File: src/rtl/ped_pkg.sv
// Shared types for the pedestrian crossing controller: FSM states and the one-hot light codes
// also used by the upstream traffic light controller.
package ped_pkg;

    typedef enum logic [1:0] {
        IDLE  = 2'd0,
        WALK  = 2'd1,
        FLASH = 2'd2
    } ped_state_t;

    localparam logic [2:0] LIGHT_RED    = 3'b100;
    localparam logic [2:0] LIGHT_GREEN  = 3'b010;
    localparam logic [2:0] LIGHT_YELLOW = 3'b001;

    function automatic logic light_valid(input logic [2:0] code);
        return (code == LIGHT_RED) || (code == LIGHT_GREEN) || (code == LIGHT_YELLOW);
    endfunction

endpackage

File: src/rtl/ped_crossing_controller_if.sv
// Light bus in, signal heads out; the chirp lamp exists only when PED_CHIRP_EN is defined.
// No handshake: the light bus is sampled every clock and outputs are level signals.
interface ped_crossing_controller_if #(
    parameter int CNT_W = 4
);
    logic [2:0]       light;
    logic             ped_btn;
    logic             walk;
    logic             dont_walk;
    logic             ped_wait;
    logic [CNT_W-1:0] countdown;
    logic             fault;

`ifdef PED_CHIRP_EN
    logic             chirp;

    modport master (
        output light, ped_btn,
        input  walk, dont_walk, ped_wait, countdown, fault, chirp
    );

    modport slave (
        input  light, ped_btn,
        output walk, dont_walk, ped_wait, countdown, fault, chirp
    );
`else
    modport master (
        output light, ped_btn,
        input  walk, dont_walk, ped_wait, countdown, fault
    );

    modport slave (
        input  light, ped_btn,
        output walk, dont_walk, ped_wait, countdown, fault
    );
`endif

endinterface

File: src/rtl/ped_btn_sync.sv
// Two-flop synchronizer for the raw push button plus a registered one-clock rising-edge pulse.
// Latency: pulse appears two clocks after the first edge that samples the button high; no backpressure.
module ped_btn_sync (
    input  logic clk,
    input  logic rst,
    input  logic btn_in,
    output logic btn_rise
);

    logic sync_a;
    logic sync_b;
    logic sync_b_q;

    always_ff @(posedge clk or posedge rst) begin
        if (rst) begin
            sync_a   <= 1'b0;
            sync_b   <= 1'b0;
            sync_b_q <= 1'b0;
            btn_rise <= 1'b0;
        end else begin
            sync_a   <= btn_in;
            sync_b   <= sync_a;
            sync_b_q <= sync_b;
            btn_rise <= sync_b & ~sync_b_q;
        end
    end

endmodule

File: src/rtl/ped_crossing_controller.sv
// Grants a WALK + flashing DON'T WALK window at red entry when a request is pending; optional chirp under PED_CHIRP_EN.
// All outputs registered (one clock after the deciding light sample); no backpressure, abort on any non-red light.
module ped_crossing_controller
    import ped_pkg::*;
#(
    parameter int WALK_CYCLES  = 3,
    parameter int FLASH_CYCLES = 2,
    parameter int CNT_W        = 4
) (
    input logic                     clk,
    input logic                     rst,
    ped_crossing_controller_if.slave bus
);

    localparam logic [CNT_W-1:0] WINDOW    = CNT_W'(WALK_CYCLES + FLASH_CYCLES);
    localparam logic [CNT_W-1:0] LAST_WALK = CNT_W'(FLASH_CYCLES + 1);
    localparam logic [CNT_W-1:0] ONE       = CNT_W'(1);

    ped_state_t       state, state_d;
    logic [2:0]       light_q;
    logic             btn_rise;
    logic             is_red;
    logic             red_entry;
    logic             grant;

    logic             walk_r, walk_d;
    logic             dont_walk_r, dont_walk_d;
    logic             ped_wait_r, ped_wait_d;
    logic [CNT_W-1:0] countdown_r, countdown_d;
    logic             fault_r, fault_d;
`ifdef PED_CHIRP_EN
    logic             chirp_r, chirp_d;
`endif

    ped_btn_sync u_btn_sync (
        .clk      (clk),
        .rst      (rst),
        .btn_in   (bus.ped_btn),
        .btn_rise (btn_rise)
    );

    // Invalid codes are never red, so they abort a window and cannot start one.
    assign is_red    = (bus.light == LIGHT_RED);
    assign red_entry = is_red && (light_q != LIGHT_RED);

    always_comb begin
        state_d     = state;
        grant       = 1'b0;
        walk_d      = 1'b0;
        dont_walk_d = 1'b1;
        countdown_d = '0;
`ifdef PED_CHIRP_EN
        chirp_d     = 1'b0;
`endif

        case (state)
            IDLE: begin
                if (red_entry && ped_wait_r) begin
                    grant   = 1'b1;
                    state_d = WALK;
                end
            end
            WALK: begin
                if (!is_red) begin
                    state_d = IDLE;
                end else if (countdown_r == LAST_WALK) begin
                    state_d = FLASH;
                end
            end
            FLASH: begin
                if (!is_red || (countdown_r == ONE)) begin
                    state_d = IDLE;
                end
            end
            default: state_d = IDLE;
        endcase

        // Outputs follow the next state so they line up with the state register.
        case (state_d)
            WALK: begin
                walk_d      = 1'b1;
                dont_walk_d = 1'b0;
                countdown_d = grant ? WINDOW : (countdown_r - ONE);
`ifdef PED_CHIRP_EN
                chirp_d     = (state == WALK) ? ~chirp_r : 1'b1;
`endif
            end
            FLASH: begin
                dont_walk_d = (state == FLASH) ? ~dont_walk_r : 1'b1;
                countdown_d = countdown_r - ONE;
            end
            default: begin
                walk_d      = 1'b0;
                dont_walk_d = 1'b1;
                countdown_d = '0;
            end
        endcase

        // A press coinciding with the grant survives for the next red.
        ped_wait_d = (ped_wait_r & ~grant) | btn_rise;
        fault_d    = ~light_valid(bus.light);
    end

    always_ff @(posedge clk or posedge rst) begin
        if (rst) begin
            state       <= IDLE;
            light_q     <= LIGHT_RED;
            walk_r      <= 1'b0;
            dont_walk_r <= 1'b1;
            ped_wait_r  <= 1'b0;
            countdown_r <= '0;
            fault_r     <= 1'b0;
        end else begin
            state       <= state_d;
            light_q     <= bus.light;
            walk_r      <= walk_d;
            dont_walk_r <= dont_walk_d;
            ped_wait_r  <= ped_wait_d;
            countdown_r <= countdown_d;
            fault_r     <= fault_d;
        end
    end

`ifdef PED_CHIRP_EN
    always_ff @(posedge clk or posedge rst) begin
        if (rst) begin
            chirp_r <= 1'b0;
        end else begin
            chirp_r <= chirp_d;
        end
    end

    assign bus.chirp = chirp_r;
`endif

    assign bus.walk      = walk_r;
    assign bus.dont_walk = dont_walk_r;
    assign bus.ped_wait  = ped_wait_r;
    assign bus.countdown = countdown_r;
    assign bus.fault     = fault_r;

endmodule

File: src/flat_wrapper.sv
// flat-port wrapper written by rule: the top's interface ports become plain ports
module ped_crossing_controller_flat import ped_pkg::*;
#(
    parameter int WALK_CYCLES  = 3,
    parameter int FLASH_CYCLES = 2,
    parameter int CNT_W        = 4
)
  (clk, rst, bus_light, bus_ped_btn, bus_walk, bus_dont_walk, bus_ped_wait, bus_countdown, bus_fault);
  ped_crossing_controller_if #(.CNT_W(CNT_W)) bus_i ();
  input logic clk;
  input logic rst;
  input wire logic [$bits(bus_i.light)-1:0] bus_light;
  input wire logic [$bits(bus_i.ped_btn)-1:0] bus_ped_btn;
  output wire logic [$bits(bus_i.walk)-1:0] bus_walk;
  output wire logic [$bits(bus_i.dont_walk)-1:0] bus_dont_walk;
  output wire logic [$bits(bus_i.ped_wait)-1:0] bus_ped_wait;
  output wire logic [$bits(bus_i.countdown)-1:0] bus_countdown;
  output wire logic [$bits(bus_i.fault)-1:0] bus_fault;
  assign bus_i.light = bus_light;
  assign bus_i.ped_btn = bus_ped_btn;
  assign bus_walk = bus_i.walk;
  assign bus_dont_walk = bus_i.dont_walk;
  assign bus_ped_wait = bus_i.ped_wait;
  assign bus_countdown = bus_i.countdown;
  assign bus_fault = bus_i.fault;
  ped_crossing_controller #(.WALK_CYCLES(WALK_CYCLES), .FLASH_CYCLES(FLASH_CYCLES), .CNT_W(CNT_W)) u_core (.clk(clk), .rst(rst), .bus(bus_i));
endmodule
File: config.mk
export PLATFORM = sky130hd
export DESIGN_NAME = ped_crossing_controller_flat
export DESIGN_NICKNAME = d
export VERILOG_FILES = /design/src/rtl/ped_pkg.sv /design/src/rtl/ped_crossing_controller_if.sv /design/src/rtl/ped_btn_sync.sv /design/src/rtl/ped_crossing_controller.sv /design/src/flat_wrapper.sv
export SDC_FILE = /design/constraint.sdc
export NUM_CORES = 1
export LEC_CHECK = 0
export BUFFER_PORTS_ARGS = -buffer_cell sky130_fd_sc_hd__buf_2
export CORE_MARGIN = 2
export CORE_UTILIZATION = 55
export DETAILED_ROUTE_END_ITERATION = 10
export GPL_TIMING_DRIVEN = 0
export PLACE_DENSITY_LB_ADDON = 0.12
export SLEW_MARGIN = 20
export SYNTH_ARGS = -nofsm -noshare
export SYNTH_HDL_FRONTEND = slang
export SYNTH_SLANG_ARGS = --single-unit
File: constraint.sdc
create_clock -name clk -period 3.68 [get_ports clk]
set_clock_uncertainty 0.2 [all_clocks]
set_input_delay 0.184 -clock clk [delete_from_list [all_inputs] [get_ports clk]]
set_output_delay 0.184 -clock clk [all_outputs]
set_load 0.01 [all_outputs]
=== Word level (Yosys, flattened, before mapping) ===
Index checks and enable logic that the tools add are counted.

* Add/sub/neg operators: 1
* Equal/unequal tests: 10
* Muxes and demuxes: 12
* Bitwise operators: 7
* Reduce and logical (&&, ||, !) cells: 7

{| class="wikitable"
|+ Operators with widths
! cell !! number
|-
| $mux 2 || 4
|-
| $pmux 4 s2 || 1
|-
| $pmux 2 s3 || 1
|-
| $eq 2x1->1 const B || 2
|-
| $eq 2x2->1 const B || 2
|-
| $eq 4x1->1 const B || 1
|-
| $eq 4x2->1 const B || 1
|-
| $mux 1 || 4
|-
| $mux 4 || 1
|-
| $not 1->1 || 4
|-
| $sub 4x1->4 const B || 1
|-
| $eq 3x1->1 const B || 1
|-
| $eq 3x2->1 const B || 1
|-
| $eq 3x3->1 const B || 1
|-
| $logic_or 1x1->1 || 3
|-
| $ne 3x3->1 const B || 1
|-
| $and 1x1->1 || 2
|-
| $logic_and 1x1->1 || 2
|-
| $logic_not 2->1 || 1
|-
| $pmux 1 s2 || 1
|-
| $logic_not 1->1 || 1
|-
| $or 1x1->1 || 1
|}

* Flip-flop bits (word level): 17
* Input port bits: 6
* Output and inout port bits: 8

=== Logic depth before layout (Yosys ltp) ===
* Word-level depth: 8
* Mapped depth: 8
* Mapped depth without buffers: 8

=== Modules after synthesis ===
A second synthesis with hierarchy kept.

* Cells, all modules: 63
* Area total of the unflattened synthesis: 767.0 sq um

{| class="wikitable"
|+ Modules (own cells, without submodules)
! module !! instances !! cells an instance !! area each (sq um)
|-
| ped_crossing_controller || 1 || 57 || 649.4
|-
| ped_btn_sync || 1 || 6 || 117.6
|}

=== Least setup slack after synthesis ===
OpenSTA, ideal clock, no wires.

* Kind: reg2reg
* From: register u_core.countdown_r[0], in the netlist u_core.bus.countdown[0]
* To: register u_core.countdown_r[3], in the netlist u_core.bus.countdown[3]
* Library setup time: 0.071 ns
* Arrival time: 1.954 ns
* Path slack: 1.455 ns
* Stages on the path, launching flop included: 9
* Period minus slack after synthesis: 2.225 ns
* Cell sequence: dfrtp_1 ha_1 or3b_1 nor3b_1 o21a_1 ha_1 o21ba_2 o41ai_1 nor2_1

* Cells in the longest elaborated chain, start to end: 6
* Elaborated cells on any way between the ends: 12

{| class="wikitable"
|+ Ends and longest elaborated chain
! element !! line !! text
|-
| start, declared || ped_crossing_controller.sv:29 || <nowiki>logic [CNT_W-1:0] countdown_r, countdown_d;</nowiki>
|-
| start signal, assigned || ped_crossing_controller.sv:119 || <nowiki>countdown_r <= countdown_d;</nowiki>
|-
| $eq 4x2->1 or $eq 4x1->1 (tied branches) || ped_crossing_controller.sv:66, ped_crossing_controller.sv:71 ||
|-
| $mux 2 or $logic_or 1x1->1 (tied branches) || ped_crossing_controller.sv:66, ped_crossing_controller.sv:71 ||
|-
| $mux 2, on equally long branches || ped_crossing_controller.sv:64, ped_crossing_controller.sv:71 ||
|-
| $pmux 2 s3 * || ped_crossing_controller.sv:56 || <nowiki>case (state)</nowiki>
|-
| named net u_core.state_d[1] || ped_crossing_controller.sv:19 || <nowiki>ped_state_t state, state_d;</nowiki>
|-
| $eq 2x2->1 or $eq 2x1->1 (tied branches) || ped_crossing_controller.sv:79 || <nowiki>case (state_d)</nowiki>
|-
| $pmux 4 s2 * || ped_crossing_controller.sv:79 ||
|-
| named net u_core.countdown_d[3] || ped_crossing_controller.sv:29 ||
|}

The timed path passes the listed nets; every way through them passes the cells marked *.

=== Worst setup path after layout ===
* From: input port bus_light[0]
* To: register u_core.countdown_r[3], in the netlist u_core.bus.countdown[3]

* Cells in the longest elaborated chain, start to end: 7
* Elaborated cells on any way between the ends: 15

{| class="wikitable"
|+ Ends and longest elaborated chain
! element !! line !! text
|-
| start, declared || flat_wrapper.sv:12 || <nowiki>input wire logic [$bits(bus_i.light)-1:0] bus_light;</nowiki>
|-
| $eq 3x3->1 * || ped_crossing_controller.sv:43 || <nowiki>assign is_red = (bus.light == LIGHT_RED);</nowiki>
|-
| $logic_not 1->1 or $logic_and 1x1->1 (tied branches) || - ||
|-
| $logic_or 1x1->1 or $logic_and 1x1->1 (tied branches) || ped_crossing_controller.sv:71, ped_crossing_controller.sv:58 ||
|-
| $mux 2 (tied with other cells) || ped_crossing_controller.sv:71 || <nowiki>if (!is_red || (countdown_r == ONE)) begin</nowiki>
|-
| $pmux 2 s3 or $mux 1 (tied branches) || ped_crossing_controller.sv:56 ||
|-
| $eq 2x2->1 (tied with other cells) || ped_crossing_controller.sv:79 ||
|-
| $pmux 4 s2 * || ped_crossing_controller.sv:79 ||
|-
| named net u_core.countdown_d[3] || ped_crossing_controller.sv:29 ||
|}

Marks and branches as above.

==> flow_summary.yaml <==
status:
  status: "finished, final reports clean"
global_route:
  grt_antenna_before_repair: 0
  grt_pass1_vias: 468
  grt_max_degree: 18
  grt_pass1_wl_um: 2040
  grt_usage: 0.201
  grt_overflow: 0
logic_synthesis:
  ys_seq_elements: 17
  yosysMostFrequentCell: "dfrtp_1"
  synthTopCellsByCount: "15 x dfrtp_1, 5 x ha_1, 5 x nor2_1"
  yosysWarnings: 0
  yosysTopAreaCell: "dfrtp_1"
  syn_inst: 60
  ys_types: 28
  synth_top_flop_cell: "dfrtp_1"
  synth_top_area_frac: 0.503
  yosysSeqAreaShare: 0.573
  synth_area_um2: 747
  synth.avg_cell_area_um2: 12.4
  synth_fp_nets: 71
  postSynth.asyncResetShare: 1.00
  synth_area_leaders: "dfrtp_1 50%, ha_1 8.4%, dfstp_2 7.0%"
  synth_edf_count: 0
floorplan:
  initial_core_util: 0.581
  pin_count: 14
  die_h_um: 40.9
  fp-row-count: 13
  core-area_mm2: 0.00128
  die_x_um: 40.9
  die-area_mm2: 0.00167
cells_and_area:
  multiInputGateArea_um2: 304
  drive_above_1_share: 0.280
  final_nets: 94
  area_growth_pct: 21.6
  antenna_cells: 0
  regArea_um2: 428
  nFillCells: 109
worst_setup_path:
  critPathKind: "primary input to register"
  crit_buf_inv: 2
  path_max_fanout: 5
  r2r_slack_ns: 1.25
  end_kind: "register"
  path_cells: "dlygate4sd3_1 > buf_2 > or4b_4 > o21bai_1 > ha_1 > o41ai_1 > nor2_1"
  start_kind: "primary input"
  cpPeakStageDelay_ns: 0.56
  r2r-start: "u_core.state[1]$_DFF_PP0_"
  r2r-end: "u_core.bus.countdown[3]$_DFF_PP0_"
  cp.required_ns: 3.65
  worst-r2r-cell-count: 5
  worst_ep_arrival_time_ns: 2.53
  cp_slowest_cell: "o41ai_1"
  critical_path.top_delay_family: "compound AO/OA/AOI/OAI gates"
clock_network:
  clock_latency_ns: 0.29
  clock_sinks: 17
  cts.htree.levels: 1
  cts_buffers: 3
  clock_path_buffers: 2
  path_clk_slew_ns: 0.09
  cts_tree: "done"
  cts_root_buffer: "clkbuf_4"
  post_cts_resized: 0
drt:
  via_per_inst: 5.39
  drt_iter0_markers: 4
  ant_nets: 0
  routed_wl_um: 1310
  num_vias: 523
  routedWlPerCell_um: 13.5
  drt_pass1_iterations: 4
  drc_errors: 0
sta:
  hold_viol: 0
  rsz0062_at_grt: "false"
  min_period_ns: 2.55
  setup_viol: 0
  post-route-period-util: 0.694
  worst_pin_slew_ns: 0.617
  clock.fmax_mhz: 392
  slew_viol_final: 0
  relSlewSlack: 0.588
  finalSetupTns_ns: 0
min_path:
  min_path_type: "register to register"
  holdPathEnd: "u_core.u_btn_sync.sync_b$_DFF_PP0_"
  hold_depth: 0
  min_from: "u_core.u_btn_sync.sync_a$_DFF_PP0_"
power_and_ir_drop:
  ir_worst_vdd_mv: 0.230
  p_total_mw: 0.333
  powerDensity_mw_per_mm2: 366
  p_leak_nw: 0.426
place:
  routabilityCongestion: 0.734
  portBuffers: 13
  dp_hpwl_um: 966
job:
  cap_violations: 0
-- layer usage --
metal | routed length, µm | GRT usage | share of wire | vias to the layer above
li1 | - | - | - | 251
met1 | 552 | 0.235 | 0.42 | 258
met2 | 675 | 0.316 | 0.52 | 9
met3 | 35 | 0.0326 | 0.027 | 5
met4 | 46 | 0.175 | 0.035 | 0
met5 | 0 | 0 | 0 | -
-- timing repair --
item | in CTS | in global routing
setup buffers | 0 | 0
hold endpoints to repair | 20 | 0
hold buffers | 5 | 0
-- report_power, final --
group / total (mW) / switching, mW / internal (mW) / leakage [nW]
clock: 0.0994 / 0.0588 / 0.0405 / 0.0177
combinational: 0.0336 / 0.0173 / 0.0164 / 0.198
sequential: 0.200 / 0.00411 / 0.196 / 0.211
total: 0.333 / 0.0802 / 0.253 / 0.426
-- flip-flops by register name, summed over array words and instances, names as in the netlist --
name and flops:
u_core.light_q 3, u_core.bus.dont_walk 1, u_core.bus.ped_wait 1, u_core.bus.walk 1, u_core.u_btn_sync.btn_rise 1, u_core.u_btn_sync.sync_a 1
u_core.u_btn_sync.sync_b_q 1, u_core.state 2, u_core.bus.fault 1, u_core.u_btn_sync.sync_b 1, u_core.bus.countdown 4
-- worst max-delay path by stage --
| stage | endpoint | startpoint | cells after the start | slack, ns |
|---|---|---|---|---|
| final | u_core.bus.countdown[3]$_DFF_PP0_ | bus_light[0] | 7 | 1.13 |
| after global placement | u_core.bus.countdown[3]$_DFF_PP0_ | u_core.bus.countdown[0]$_DFF_PP0_ | 8 | 1.33 |
| after CTS | u_core.bus.countdown[3]$_DFF_PP0_ | bus_light[0] | 7 | 1.15 |
| after global routing | u_core.bus.countdown[3]$_DFF_PP0_ | bus_light[0] | 7 | 0.97 |
| after detailed placement | u_core.bus.countdown[3]$_DFF_PP0_ | u_core.state[1]$_DFF_PP0_ | 5 | 1.27 |
| after floorplan | u_core.bus.countdown[3]$_DFF_PP0_ | u_core.bus.countdown[0]$_DFF_PP0_ | 8 | 1.45 |
-- cell type report --
class / count / area share
Multi-Input combinational cell: 39 / 0.335
Tap cell: 15 / 0.0207
Sequential cell: 17 / 0.471
Clock inverter: 1 / 0.00551
Inverter: 4 / 0.0165
Timing Repair Buffer: 18 / 0.127
Clock buffer: 3 / 0.0248
-- layout by cell type (no fill, tap or decap) --
master / instances
nor3_1: 1
o21a_1: 1
or3_4: 1
nand2b_1: 2
o41ai_1: 1
clkbuf_4: 3
xnor2_1: 1
o2bb2ai_1: 1
a21oi_1: 1
and2_1: 1
dfstp_2: 2
nand2_1: 1
o21ba_1: 1
or4b_4: 1
o21bai_1: 1
nor2_1: 5
dlygate4sd3_1: 5
o21ai_0: 3
xor2_1: 2
ha_1: 5
a2bb2oi_1: 1
nand2b_2: 1
clkinv_2: 1
o32ai_1: 1
buf_2: 13
nor2b_1: 1
a21o_1: 1
dfrtp_1: 15
nor3b_1: 3
o21ba_2: 1
inv_1: 4
or3b_1: 1
-- stage by stage --
step | cell area, µm² | utilization | cells | hold WS [ns] | setup slack (ns)
6_report | 908 | 0.707 | 97 | 0.161 | 1.13
5_1_grt | 908 | 0.707 | 97 | 0.174 | 0.968
4_1_cts | 908 | 0.707 | 97 | 0.170 | 1.15
3_5_place_dp | 831 | 0.647 | 88 | 0.0865 | 1.27
3_3_place_gp | 831 | 0.647 | 88 | 0.0860 | 1.33
2_1_floorplan | 747 | - | 60 | -0.0914 | 1.45
-- cell families (layout without fill, tap and decap cells) --
logic type               count (synthesis)  after routing  share of synthesized area
AO/OA/AOI/OAI                           13             13                      0.131
XOR/XNOR                                 3              3                     0.0352
adder cells (fa/ha/maj)                  5              5                     0.0838
buffers and inverters                    4             26                     0.0201
flip-flops                              17             17                      0.573
AND/OR/NAND/NOR                         18             18                      0.157
Note: power is estimated with default switching activity, not from simulation.
